$ cat src/rtl/cmp_pipe.sv
// Two-stage pipelined comparator: unsigned, signed and FP32 modes.
// Stage 1 registers slice G/E/L plus class bits, stage 2 the final result.
module cmp_pipe #(
  parameter int WIDTH = 32,
  parameter int CHUNK = 2,
  parameter int FP_EN = 1
) (
  input  logic             clk_i,
  input  logic             rst_ni,
  input  logic             flush_i,
  input  logic             in_valid_i,
  output logic             in_ready_o,
  input  logic [1:0]       mode_i,
  input  logic [WIDTH-1:0] a_i,
  input  logic [WIDTH-1:0] b_i,
  output logic             out_valid_o,
  input  logic             out_ready_i,
  output logic             lt_o,
  output logic             eq_o,
  output logic             gt_o,
  output logic             unord_o,
  output logic             snan_o
);

  localparam int N  = WIDTH / CHUNK;
  localparam bit FP = (FP_EN != 0) && (WIDTH == 32);

  logic adv1;
  logic adv2;
  logic s1_valid;

  assign adv2       = ~out_valid_o | out_ready_i;
  assign adv1       = ~s1_valid | adv2;
  assign in_ready_o = adv1;

  logic [N-1:0] g_d;
  logic [N-1:0] e_d;
  logic [N-1:0] l_d;

  for (genvar i = 0; i < N; i++) begin : g_slice
    logic [CHUNK-1:0] sa;
    logic [CHUNK-1:0] sb;
    assign sa     = a_i[i*CHUNK +: CHUNK];
    assign sb     = b_i[i*CHUNK +: CHUNK];
    assign g_d[i] = sa > sb;
    assign e_d[i] = sa == sb;
    assign l_d[i] = sa < sb;
  end

  // FP class decode on a fixed 31-bit view so any WIDTH elaborates
  logic [30:0] a31;
  logic [30:0] b31;
  logic        fp_sel;
  logic        sg_sel;
  logic        nan_a;
  logic        nan_b;
  logic        snan_d;
  logic        zero_d;

  assign a31    = 31'(a_i);
  assign b31    = 31'(b_i);
  assign fp_sel = FP && (mode_i == 2'b10);
  assign sg_sel = (mode_i == 2'b01);
  assign nan_a  = (&a31[30:23]) & (|a31[22:0]);
  assign nan_b  = (&b31[30:23]) & (|b31[22:0]);
  assign snan_d = (nan_a & ~a31[22]) | (nan_b & ~b31[22]);
  assign zero_d = ~(|a31) & ~(|b31);

  logic [N-1:0] s1_g;
  logic [N-1:0] s1_e;
  logic [N-1:0] s1_l;
  logic [1:0]   s1_mode;
  logic         s1_sa;
  logic         s1_sb;
  logic         s1_nan;
  logic         s1_snan;
  logic         s1_zero;

  always_ff @(posedge clk_i or negedge rst_ni) begin
    if (!rst_ni) begin
      s1_valid <= 1'b0;
      s1_g     <= '0;
      s1_e     <= '0;
      s1_l     <= '0;
      s1_mode  <= '0;
      s1_sa    <= 1'b0;
      s1_sb    <= 1'b0;
      s1_nan   <= 1'b0;
      s1_snan  <= 1'b0;
      s1_zero  <= 1'b0;
    end else if (flush_i) begin
      s1_valid <= 1'b0;
    end else if (adv1) begin
      s1_valid <= in_valid_i;
      if (in_valid_i) begin
        s1_g    <= g_d;
        s1_e    <= e_d;
        s1_l    <= l_d;
        s1_mode <= {fp_sel, sg_sel};
        s1_sa   <= a_i[WIDTH-1];
        s1_sb   <= b_i[WIDTH-1];
        s1_nan  <= fp_sel & (nan_a | nan_b);
        s1_snan <= fp_sel & snan_d;
        s1_zero <= fp_sel & zero_d;
      end
    end
  end

  // Most-significant unequal slice decides the magnitude result
  logic mg;
  logic ml;
  logic meq;

  always_comb begin
    mg = 1'b0;
    ml = 1'b0;
    for (int i = 0; i < N; i++) begin
      if (!s1_e[i]) begin
        mg = s1_g[i];
        ml = s1_l[i];
      end
    end
  end

  assign meq = &s1_e;

  logic fp_k;
  logic sg_k;
  logic r_lt;
  logic r_eq;
  logic r_gt;
  logic r_un;

  assign fp_k = s1_mode[1];
  assign sg_k = s1_mode[0];

  always_comb begin
    r_lt = ml;
    r_eq = meq;
    r_gt = mg;
    r_un = 1'b0;
    if (fp_k && s1_nan) begin
      r_lt = 1'b0;
      r_eq = 1'b0;
      r_gt = 1'b0;
      r_un = 1'b1;
    end else if (fp_k && s1_zero) begin
      r_lt = 1'b0;
      r_eq = 1'b1;
      r_gt = 1'b0;
    end else if ((fp_k || sg_k) && (s1_sa != s1_sb)) begin
      r_lt = s1_sa;
      r_eq = 1'b0;
      r_gt = s1_sb;
    end else if (fp_k && s1_sa) begin
      r_lt = mg;
      r_gt = ml;
    end
  end

  always_ff @(posedge clk_i or negedge rst_ni) begin
    if (!rst_ni) begin
      out_valid_o <= 1'b0;
      lt_o        <= 1'b0;
      eq_o        <= 1'b0;
      gt_o        <= 1'b0;
      unord_o     <= 1'b0;
      snan_o      <= 1'b0;
    end else if (flush_i) begin
      out_valid_o <= 1'b0;
    end else if (adv2) begin
      out_valid_o <= s1_valid;
      if (s1_valid) begin
        lt_o    <= r_lt;
        eq_o    <= r_eq;
        gt_o    <= r_gt;
        unord_o <= r_un;
        snan_o  <= s1_snan;
      end
    end
  end

endmodule

$ cat config.mk
export PLATFORM = sky130hd
export DESIGN_NAME = cmp_pipe
export DESIGN_NICKNAME = d
export VERILOG_FILES = /design/src/rtl/cmp_pipe.sv
export SDC_FILE = /design/constraint.sdc
export NUM_CORES = 1
export LEC_CHECK = 0
export CELL_PAD_IN_SITES_DETAIL_PLACEMENT = 1
export CELL_PAD_IN_SITES_GLOBAL_PLACEMENT = 1
export CORE_ASPECT_RATIO = 0.5
export CORE_UTILIZATION = 30
export DETAILED_ROUTE_END_ITERATION = 7
export PLACE_DENSITY = 0.65
export SLEW_MARGIN = 20
export SYNTH_ARGS = -nofsm -noshare
export SYNTH_HDL_FRONTEND = slang
export SYNTH_SLANG_ARGS = --single-unit
$ cat constraint.sdc
create_clock -name clk_i -period 3 [get_ports clk_i]
set_input_delay 0.6 -clock clk_i [delete_from_list [all_inputs] [get_ports clk_i]]
set_output_delay 0.6 -clock clk_i [all_outputs]
set_load 0.01 [all_outputs]
After elaboration in Yosys (flattened, before gate mapping)
Cells that the tools add are included.
{"block": "op_classes", "magnitude_cmp": 32, "eq_ne": 19, "mux": 48, "n_bitwise": 19, "reduce_logical": 16}
{"op": "$reduce_or 31->1", "n": 2}
{"op": "$mux 1", "n": 48}
{"op": "$reduce_or 23->1", "n": 2}
{"op": "$eq 2x2->1", "n": 16}
{"op": "$gt 2x2->1", "n": 16}
{"op": "$lt 2x2->1", "n": 16}
{"op": "$reduce_and 16->1", "n": 1}
{"op": "$reduce_and 8->1", "n": 2}
{"op": "$and 1x1->1", "n": 8}
{"op": "$not 1->1", "n": 7}
{"op": "$reduce_and 3->1", "n": 2}
{"op": "$logic_and 1x1->1", "n": 4}
{"op": "$or 1x1->1", "n": 4}
{"op": "$reduce_bool 2->1", "n": 2}
{"op": "$eq 2x1->1 const B", "n": 1}
{"op": "$eq 2x2->1 const B", "n": 1}
{"op": "$logic_or 1x1->1", "n": 1}
{"op": "$ne 1x1->1", "n": 1}
{"block": "totals", "regBits": 62, "inputBits": 71, "output_inout_bits": 7, "elab_cells": 150}

Depth between registers and ports, before layout
Gate-level depths: netlist of run 1.
{"block": "depth", "word_depth": 20, "ltp_mapped": 7, "ltp_nobuf": 6}

Least setup slack after synthesis of run 1
OpenSTA, ideal clock, no wires.
{"block": "synth_path", "kind": "input-to-reg", "start": "input port out_ready_i", "end": "register gt_o", "setup_time_ns": 0.094, "t_arrival_ns": 1.582, "required_ns": 2.906, "slack_ns": 1.325, "stages": 6, "n_path_buf": 1, "path_cell_list": "nor2b_4 -> or3b_1 -> buf_6 -> nand2b_4 -> o21a_1 -> a221oi_2"}
{"block": "synth_via", "elab_chain_cells": 2}
{"item": "start: declaration", "line_no": "17", "rtl": "input logic out_ready_i,"}
{"item": "$or 1x1->1", "line_no": "32", "rtl": "assign adv2 = ~out_valid_o | out_ready_i;"}
{"item": "$reduce_and 3->1 (no source line)"}
{"item": "end signal: assignment", "line_no": "176", "rtl": "gt_o <= r_gt;"}
{"item": "end: declaration", "line_no": "20", "rtl": "output logic gt_o,"}
Every way passes these cells.
A chain may end at the register's enable or synchronous reset.

Final worst setup path of run 1
{"block": "layout_path", "start": "input port out_ready_i", "end": "output port in_ready_o"}
{"block": "layout_via", "elab_chain_cells": 2}
{"item": "$or 1x1->1", "line_no": "32"}
{"item": "$or 1x1->1", "line_no": "33", "rtl": "assign adv1 = ~s1_valid | adv2;"}
{"item": "end: declaration", "line_no": "12", "rtl": "output logic in_ready_o,"}
Every way passes these cells.

==> results of run 1 <==
==> power by group <==
part | switching (W) | total (W) | leakage (nW) | internal (W)
logic | 0.000268 | 0.000515 | 1.25 | 0.000247
registers | 0.000114 | 0.00107 | 0.798 | 0.000953
clock network | 0.000381 | 0.00102 | 0.134 | 0.000639
==> how the worst min path moves through the flow <==
stage,startpoint,end,slack [ps],cells past startpoint
2_1_floorplan,rst_ni,eq_o,300,0
3_3_place_gp,rst_ni,out_valid_o,430,1
3_5_place_dp,rst_ni,s1_valid,420,1
4_1_cts,rst_ni,s1_valid,70,1
5_1_grt,rst_ni,unord_o,80,1
6_report,rst_ni,unord_o,80,1
==> logic make-up (layout without fill, tap and decap cells) <==
| kind of cell | count (synthesis) | after routing | synth area share [%] |
|---|---|---|---|
| flops | 62 | 62 | 41.6 |
| mux | 5 | 5 | 1.44 |
| compound gates | 110 | 110 | 17.9 |
| fa+ha+maj | 32 | 32 | 10.7 |
| buf+inv | 55 | 136 | 6.20 |
| simple gates | 170 | 170 | 22.1 |
==> area by class of cell <==
cell class	count	area, µm²	share of cell area [%]
Clock buffer	10	229	4.63
Clock inverter	6	62.6	1.26
Inverter	41	154	3.11
Multi-Input combinational cell	317	1950	39.4
Tap cell	165	206	4.17
Timing Repair Buffer	79	793	16.0
Sequential cell	62	1550	31.4
==> stage by stage <==
stage	hold slack [ps]	utilization, %	instance area (µm²)
3_5_place_dp	425	38.8	4650
6_report	79.5	41.3	4950
3_3_place_gp	425	38.8	4650
5_1_grt	78.9	41.3	4950
2_1_floorplan	304	-	3730
4_1_cts	65.8	41.3	4950
==> placed cells by master, fill, tap and decap left out, drive strengths merged, types with 3 or more instances in the layout <==
cell type,n
a21oi,16
a221oi,5
buf,3
clkbuf,10
clkdlybuf4s50,76
clkinvlp,3
dfrtp,62
ha,32
inv,41
mux2,3
nand2,80
nand2b,5
nand3b,4
nand4,9
nor2,22
nor2b,20
nor3,7
nor4,15
o21ai,57
o221ai,5
o31ai,18
==> critical path, cell delays in order <==
cell and delay (ps):
clkdlybuf4s50_1 500, nor2b_4 60, nand2_1 80, clkdlybuf4s50_1 540
==> registers in the layout (all words and copies together), names as in the netlist <==
name and flops:
s1_e 16, s1_g 16, s1_l 16, s1_mode 2
eq_o 1, gt_o 1, lt_o 1, out_valid_o 1
s1_nan 1, s1_sa 1, s1_sb 1, s1_snan 1
s1_valid 1, s1_zero 1, snan_o 1, unord_o 1
==> synth_stat cells (all sizes together) (9+ instances only) <==
| cell type | count | area, µm² |
|---|---|---|
| nor2 | 22 | 82.6 |
| o31ai | 18 | 135 |
| buf | 10 | 62.6 |
| nand2 | 80 | 300 |
| ha | 32 | 400 |
| a21oi | 16 | 80.1 |
| inv | 41 | 154 |
| nand4 | 9 | 56.3 |
| o21ai | 57 | 285 |
| nor4 | 15 | 93.8 |
| dfrtp | 62 | 1550 |
| nor2b | 20 | 133 |
==> routing by layer <==
layer | vias to the layer above | wire length, µm
met5 | - | 0
met4 | 0 | 69
met1 | 1549 | 6110
met2 | 74 | 4180
li1 | 1683 | -
met3 | 4 | 441
==> results.sh, run 1 <==
export IMPL_top_level_port_count=78
export IMPL_clock_tree_root_cell="clkbuf_16"
export IMPL_final_fill_count=1412
export IMPL_leakage_nw=2.19
export IMPL_critical_path_data_required_time_ps=2400
export IMPL_synth_avg_cell_area_um2=8.60
export IMPL_setup_tns_final_ps=0
export IMPL_die_w_um=160
export IMPL_layout_setup_ws_ps=611
export IMPL_avgViaCountPerCell=4.87
export IMPL_grt_setup_unrepaired="false"
export IMPL_timing_hold_violations_final=0
export IMPL_grt_pass1_wl_um=17600
export IMPL_dp_final_hpwl_um=8580
export IMPL_synth_fp_nets=537
export IMPL_min_path_type="primary input to asynchronous set/reset pin"
export IMPL_cts_made_buffers=9
export IMPL_routed_wl_um=10800
export IMPL_timing_final_max_slew_violations=0
export IMPL_diodes=0
export IMPL_groute_layer_met3_usage_pct=4.03
export IMPL_avgRoutedWirePerCell_um=15.9
export IMPL_ant_nets=0
export IMPL_timing_critical_path_from_type="primary input"
export IMPL_synth_enable_flop_cells=0
export IMPL_detailroute_via_count=3310
export IMPL_arr_time_crit_path_ps=1790
export IMPL_worst_ir_drop_vdd_mv=0.275
export IMPL_core_mm2=0.0120
export IMPL_gates_resized_cts_repair=0
export IMPL_cts_htree_levels=3
export IMPL_gr_usage_met2_pct=24.9
export IMPL_ys_async_sr_fraction_pct=100
export IMPL_worstSetupEndpoint="in_ready_o"
export IMPL_pin_count_of_the_biggest_net_entering_global_routing=105
export IMPL_cts_hold_fix_buffers=0
export IMPL_yosysUniqueCellTypes=36
export IMPL_criticalPathCategory="primary input to output pin"
export IMPL_synthFlopType="dfrtp_1"
export IMPL_clk_pin_slew_worst_paths_ps=50
export IMPL_finalSetupViolations=0
export IMPL_maximum_fanout_count_along_the_critical_path=4
export IMPL_cap_violations=0
export IMPL_antenna_found_initial=0
export IMPL_dpl_cell_count=664
export IMPL_final_cell_count_no_fill=680
export IMPL_total_standard_cell_area_after_synthesis_mm2=0.00373
export IMPL_synth_seq_area_share_pct=41.6
export IMPL_ys_seq_elements=62
export IMPL_tritoncts="done"
export IMPL_drt_first_pass_iters=5
export IMPL_clock_latency_ps=330
export IMPL_grt_pass1_vias=3284
export IMPL_die_y_um=80.9
export IMPL_end_kind="output pin"
export IMPL_global_route_peak_usage_layer="met1"
export IMPL_finish_net_count=613
export IMPL_clkSinkCount=62
export IMPL_layout_drive_gt1_share_pct=5.05
export IMPL_synthCells=434
export IMPL_placementRows=28
export IMPL_status="finished clean"
export IMPL_drtIter0Drc=153
export IMPL_post_cts_buffers=0
export IMPL_grt_ovfl_total=0
export IMPL_grt_total_usage_pct=17.9
export IMPL_setup_reg_to_reg_worst_slack_ps=1150
export IMPL_port_buffers=77
export IMPL_placement_setup_worst_slack_ps=366
export IMPL_finalWorstPathRequiredPeriod_ps=2390
export IMPL_clk_path_buf_depth=2
export IMPL_routabilityCongestion=0.775
export IMPL_final_min_period_over_clock_period_pct=79.6
export IMPL_overall_power_consumption_w=0.00260
export IMPL_regToRegStartpoint="s1_e[2]"
export IMPL_area_growth_synth_to_final_pct=32.5
export IMPL_remaining_drc_errors=0
export IMPL_yosys_warnings=0
export IMPL_rr_worst_depth=6
export IMPL_powerDensity_mw_per_mm2=526
export IMPL_max_slew_margin_pct=50.3
export IMPL_routing_usage_on_met1_pct=27.0
export IMPL_highest_achievable_clock_rate_ghz=0.419
export IMPL_crit_start="out_ready_i"
export IMPL_worst_slew_pin_transition_ps=746
export IMPL_initial_utilization_pct=31.2
export IMPL_r2r_end="lt_o"
export IMPL_die_area_mm2=0.0129
export IMPL_finalClockSkew_ps=7.96
Power figures use the tool's default switching activity.
==> run 2, diff against run 1 <==
--- a/config.mk
+++ b/config.mk
@@ -10,7 +10,7 @@
 export CORE_ASPECT_RATIO = 0.5
 export CORE_UTILIZATION = 30
 export DETAILED_ROUTE_END_ITERATION = 7
-export PLACE_DENSITY = 0.65
+export PLACE_DENSITY = 0.68
 export SLEW_MARGIN = 20
 export SYNTH_ARGS = -nofsm -noshare
 export SYNTH_HDL_FRONTEND = slang
==> constraint.sdc (replaced) <==
create_clock -name clk_i -period 2.1 [get_ports clk_i]
set_input_delay 0.42 -clock clk_i [delete_from_list [all_inputs] [get_ports clk_i]]
set_output_delay 0.42 -clock clk_i [all_outputs]
set_load 0.01 [all_outputs]
==> results.sh, run 2 (synthesis results as in run 1) <==
export IMPL_status="finished clean"
export IMPL_end_kind="output pin"
export IMPL_highest_achievable_clock_rate_ghz=0.497
export IMPL_gates_resized_cts_repair=0
export IMPL_critical_path_data_required_time_ps=1680
export IMPL_cap_violations=0
export IMPL_pwr_share_clk_pct=39.7
export IMPL_grt_setup_unrepaired="false"
export IMPL_worst_ir_drop_vdd_mv=0.288
export IMPL_die_y_um=80.9
export IMPL_grt_pass1_vias=3382
export IMPL_detailed_place_area_mm2=0.00474
export IMPL_biggest_registers_after_layout="s1_e x16, s1_g x16, s1_l x16"
export IMPL_antenna_found_initial=0
export IMPL_maximum_fanout_count_along_the_critical_path=4
export IMPL_leakage_nw=2.26
export IMPL_grt_ovfl_total=0
export IMPL_dp_final_hpwl_um=8630
export IMPL_swShare_pct=28.0
export IMPL_drt_first_pass_iters=4
export IMPL_clk_pin_slew_worst_paths_ps=50
export IMPL_arr_time_crit_path_ps=1590
export IMPL_post_cts_buffers=0
export IMPL_max_slew_margin_pct=74.0
export IMPL_clkSinkCount=62
export IMPL_worst_slew_pin_transition_ps=380
export IMPL_detailroute_via_count=3391
export IMPL_remaining_drc_errors=0
export IMPL_post_route_cell_area_mm2=0.00504
export IMPL_finish_net_count=623
export IMPL_ant_nets=0
export IMPL_switching_power_w=0.00105
export IMPL_most_frequent_cells_in_the_layout="nand2_1 (80), clkdlybuf4s50_1 (76), dfrtp_1 (62)"
export IMPL_layout_cells_most_common="nand2_1"
export IMPL_drtIter0Drc=111
export IMPL_powerDensity_mw_per_mm2=746
export IMPL_core_mm2=0.0120
export IMPL_pin_count_of_the_biggest_net_entering_global_routing=63
export IMPL_layout_drive_gt1_share_pct=6.86
export IMPL_clock_tree_root_cell="clkbuf_16"
export IMPL_area_growth_synth_to_final_pct=35.1
export IMPL_grt_pass1_wl_um=17400
export IMPL_layout_setup_ws_ps=86.9
export IMPL_avgViaCountPerCell=4.91
export IMPL_internal_power_w=0.00271
export IMPL_final_min_period_over_clock_period_pct=95.9
export IMPL_placement_setup_worst_slack_ps=-216
export IMPL_die_w_um=160
export IMPL_initial_utilization_pct=31.2
export IMPL_die_area_mm2=0.0129
export IMPL_grt_total_usage_pct=17.6
export IMPL_placementRows=28
export IMPL_tritoncts="done"
export IMPL_diodes=0
export IMPL_clk_path_buf_depth=2
export IMPL_routabilityCongestion=0.785
export IMPL_finalClockSkew_ps=7.19
export IMPL_cts_hold_fix_buffers=0
export IMPL_combinational_power_share_pct=19.8
export IMPL_min_path_type="primary input to asynchronous set/reset pin"
export IMPL_cts_htree_levels=3
export IMPL_clock_latency_ps=330
export IMPL_seq_power_share_pct=40.5
export IMPL_timing_hold_violations_final=0
export IMPL_criticalPathCategory="primary input to output pin"
export IMPL_timing_final_max_slew_violations=0
export IMPL_finalWorstPathRequiredPeriod_ps=2010
export IMPL_top_level_port_count=78
export IMPL_finalSetupViolations=0
export IMPL_routed_wl_um=10700
export IMPL_cts_made_buffers=9
export IMPL_port_buffers=77
export IMPL_avgRoutedWirePerCell_um=15.5
export IMPL_overall_power_consumption_w=0.00376
export IMPL_timing_critical_path_from_type="primary input"
export IMPL_postLayoutCoreUtil_pct=42.1
[run 2: power groups by stage]
stage | sequential [W] | combinational (W) | clock, W
after floorplan | 0.00148 | 0.000425 | 0
after global placement | 0.00154 | 0.000729 | 0
after detailed placement | 0.00154 | 0.000753 | 0
after CTS | 0.00152 | 0.000759 | 0.00153
after global routing | 0.00155 | 0.000853 | 0.00159
final | 0.00152 | 0.000745 | 0.00149
[run 2: worst paths after layout]
kind	start	end	slack, ps	cells after the start
worst max-delay path	out_ready_i	in_ready_o	90	4
worst min register to register	s1_l[5]	s1_l[5]	480	2
worst max register to register	s1_e[2]	lt_o	300	6
min in group clk_i	s1_l[5]	s1_l[5]	480	2
max in group asynchronous	rst_ni	s1_g[3]	1720	2
worst min-delay path	rst_ni	s1_e[14]	100	2
[run 2: metal layers]
metal  track usage (%)  vias to the layer above  wire length (µm)
li1                  -                     1697                 -
met1              25.1                     1629              5740
met2              26.6                       55              4510
met3              4.14                       10               359
met4              4.62                        0               109
met5                 0                        -                 0
[run 2: metrics by stage]
stage / hold WS [ps] / setup TNS [ps] / std cells
2_1_floorplan: 124 / 0 / 434
3_3_place_gp: 456 / -88.4 / 674
3_5_place_dp: 463 / -387 / 674
4_1_cts: 106 / 0 / 690
5_1_grt: 121 / 0 / 690
6_report: 97.0 / 0 / 690
[run 2: final cells by class]
type	count	area, µm²
Clock inverter	4	45.0
Multi-Input combinational cell	317	1950
Timing Repair Buffer	89	881
Sequential cell	62	1550
Inverter	41	154
Clock buffer	12	256
Tap cell	165	206
Fill cell	1439	6940
[run 2: critical path, stage by stage]
cell,delay (ps)
clkdlybuf4s50_1,500
nor2b_4,60
nand2_1,80
clkdlybuf4s50_1,530
==> run 3, diff against run 2 <==
--- a/config.mk
+++ b/config.mk
@@ -8,6 +8,7 @@
 export CELL_PAD_IN_SITES_DETAIL_PLACEMENT = 1
 export CELL_PAD_IN_SITES_GLOBAL_PLACEMENT = 1
 export CORE_ASPECT_RATIO = 0.5
+export CORE_MARGIN = 5
 export CORE_UTILIZATION = 30
 export DETAILED_ROUTE_END_ITERATION = 7
 export PLACE_DENSITY = 0.68
==> results.sh, run 3 (synthesis results as in run 1) <==
export IMPL_status="finished clean"
export IMPL_dp_final_hpwl_um=8860
export IMPL_most_frequent_cells_in_the_layout="nand2_1 (80), clkdlybuf4s50_1 (76), dfrtp_1 (62)"
export IMPL_port_buffers=77
export IMPL_timing_critical_path_from_type="primary input"
export IMPL_final_fill_count=1434
export IMPL_area_growth_synth_to_final_pct=34.6
export IMPL_final_cell_count_no_fill=687
export IMPL_clk_path_buf_depth=2
export IMPL_gates_resized_cts_repair=0
export IMPL_clk_pin_slew_worst_paths_ps=50
export IMPL_drt_first_pass_iters=4
export IMPL_cts_hold_fix_buffers=0
export IMPL_detailroute_via_count=3377
export IMPL_diodes=0
export IMPL_cts_htree_levels=3
export IMPL_avgViaCountPerCell=4.92
export IMPL_worst_slew_pin_transition_ps=408
export IMPL_routabilityCongestion=0.785
export IMPL_dpl_cell_count=673
export IMPL_pin_count_of_the_biggest_net_entering_global_routing=63
export IMPL_die_area_mm2=0.0149
export IMPL_timing_final_max_slew_violations=0
export IMPL_post_cts_buffers=0
export IMPL_end_kind="output pin"
export IMPL_finalWorstPathRequiredPeriod_ps=2030
export IMPL_finalClockSkew_ps=3.16
export IMPL_placement_setup_worst_slack_ps=-96.1
export IMPL_worst_ir_drop_vdd_mv=0.329
export IMPL_switching_power_w=0.00104
export IMPL_layout_drive_gt1_share_pct=6.32
export IMPL_grt_setup_unrepaired="false"
export IMPL_finalSetupViolations=0
export IMPL_timing_hold_violations_final=0
export IMPL_arr_time_crit_path_ps=1610
export IMPL_remaining_drc_errors=0
export IMPL_final_min_period_over_clock_period_pct=96.6
export IMPL_layout_setup_ws_ps=71.0
export IMPL_finish_net_count=622
export IMPL_drtIter0Drc=99
export IMPL_seq_power_share_pct=41.7
export IMPL_tritoncts="done"
export IMPL_internal_power_w=0.00261
export IMPL_layout_cells_most_common="nand2_1"
export IMPL_cap_violations=0
export IMPL_critical_path_data_required_time_ps=1680
export IMPL_initial_utilization_pct=31.2
export IMPL_core_mm2=0.0120
export IMPL_grt_pass1_wl_um=18400
export IMPL_setup_tns_final_ps=0
export IMPL_routed_wl_um=11100
export IMPL_biggest_registers_after_layout="s1_e x16, s1_g x16, s1_l x16"
export IMPL_powerDensity_mw_per_mm2=727
export IMPL_max_slew_margin_pct=72.1
export IMPL_placementRows=28
export IMPL_ant_nets=0
export IMPL_swShare_pct=28.5
export IMPL_clock_latency_ps=330
export IMPL_top_level_port_count=78
export IMPL_leakage_nw=2.24
export IMPL_highest_achievable_clock_rate_ghz=0.493
export IMPL_grt_pass1_vias=3576
export IMPL_pwr_share_clk_pct=37.8
export IMPL_cts_made_buffers=9
export IMPL_maximum_fanout_count_along_the_critical_path=4
export IMPL_antenna_found_initial=0
export IMPL_combinational_power_share_pct=20.4
export IMPL_criticalPathCategory="primary input to output pin"
export IMPL_clkSinkCount=62
export IMPL_min_path_type="primary input to asynchronous set/reset pin"
export IMPL_grt_total_usage_pct=15.7
export IMPL_die_w_um=168
export IMPL_rr_worst_depth=6
export IMPL_clock_tree_root_cell="clkbuf_16"
export IMPL_avgRoutedWirePerCell_um=16.1
export IMPL_die_y_um=88.9
export IMPL_grt_ovfl_total=0
## run 3: changes by cell type in the layout (fill, tap and decap cells not counted)
cell	change
clkbuf_8	+1
bufinv_16	-1
clkinv_2	-2
buf_4	-2
buf_12	+1
## run 3: stage by stage
stage / cell area [µm²] / hold WS (ps) / util (%) / total power [W]
global route: 5020 / 118 / 41.9 / 0.00388
finish: 5020 / 102 / 41.9 / 0.00365
floorplan: 3730 / 124 / - / 0.00191
CTS: 5020 / 112 / 41.9 / 0.00369
detailed placement: 4750 / 463 / 39.6 / 0.00229
global placement: 4750 / 456 / 39.6 / 0.00227
## run 3: final timing paths
| check | to | slack (ps) | start |
|---|---|---|---|
| worst max-delay path | in_ready_o | 70 | out_ready_i |
| worst min-delay path | s1_g[9] | 100 | rst_ni |
| worst max register to register | lt_o | 320 | s1_e[2] |
| worst min register to register | s1_g[2] | 470 | s1_g[2] |
| max in group asynchronous | s1_g[15] | 1720 | rst_ni |
| min in group clk_i | s1_g[2] | 470 | s1_g[2] |
## run 3: layout make-up
type                       instances  area [µm²]  share of cell area (%)
multi-input combinational        317        1950                    38.8
sequential                        62        1550                    30.9
timing repair buffer              88         886                    17.6
clock buffer                      13         270                    5.38
tap                              165         206                    4.11
inverter                          41         154                    3.06
clock inverter                     1        5.00                  0.0997
## run 3: metal layers
| metal | up-vias | global-route usage, % | share of wire, % |
|---|---|---|---|
| met5 | - | 0 | 0 |
| li1 | 1691 | - | - |
| met1 | 1615 | 22.0 | 52 |
| met2 | 59 | 24.3 | 43 |
| met4 | 0 | 4.71 | 1.3 |
| met3 | 12 | 3.75 | 3.8 |
## run 3: power by group through the flow
stage	Sequential [W]	Clock, W	Combinational [W]
4_1_cts	0.00152	0.00140	0.000760
3_5_place_dp	0.00154	0	0.000754
6_report	0.00152	0.00138	0.000746
3_3_place_gp	0.00154	0	0.000729
5_1_grt	0.00155	0.00147	0.000860
2_1_floorplan	0.00148	0	0.000425
## run 3: critical path: stages
cell,delay [ps]
clkdlybuf4s50_1,510
nor2b_4,60
nand2_1,80
clkdlybuf4s50_1,540
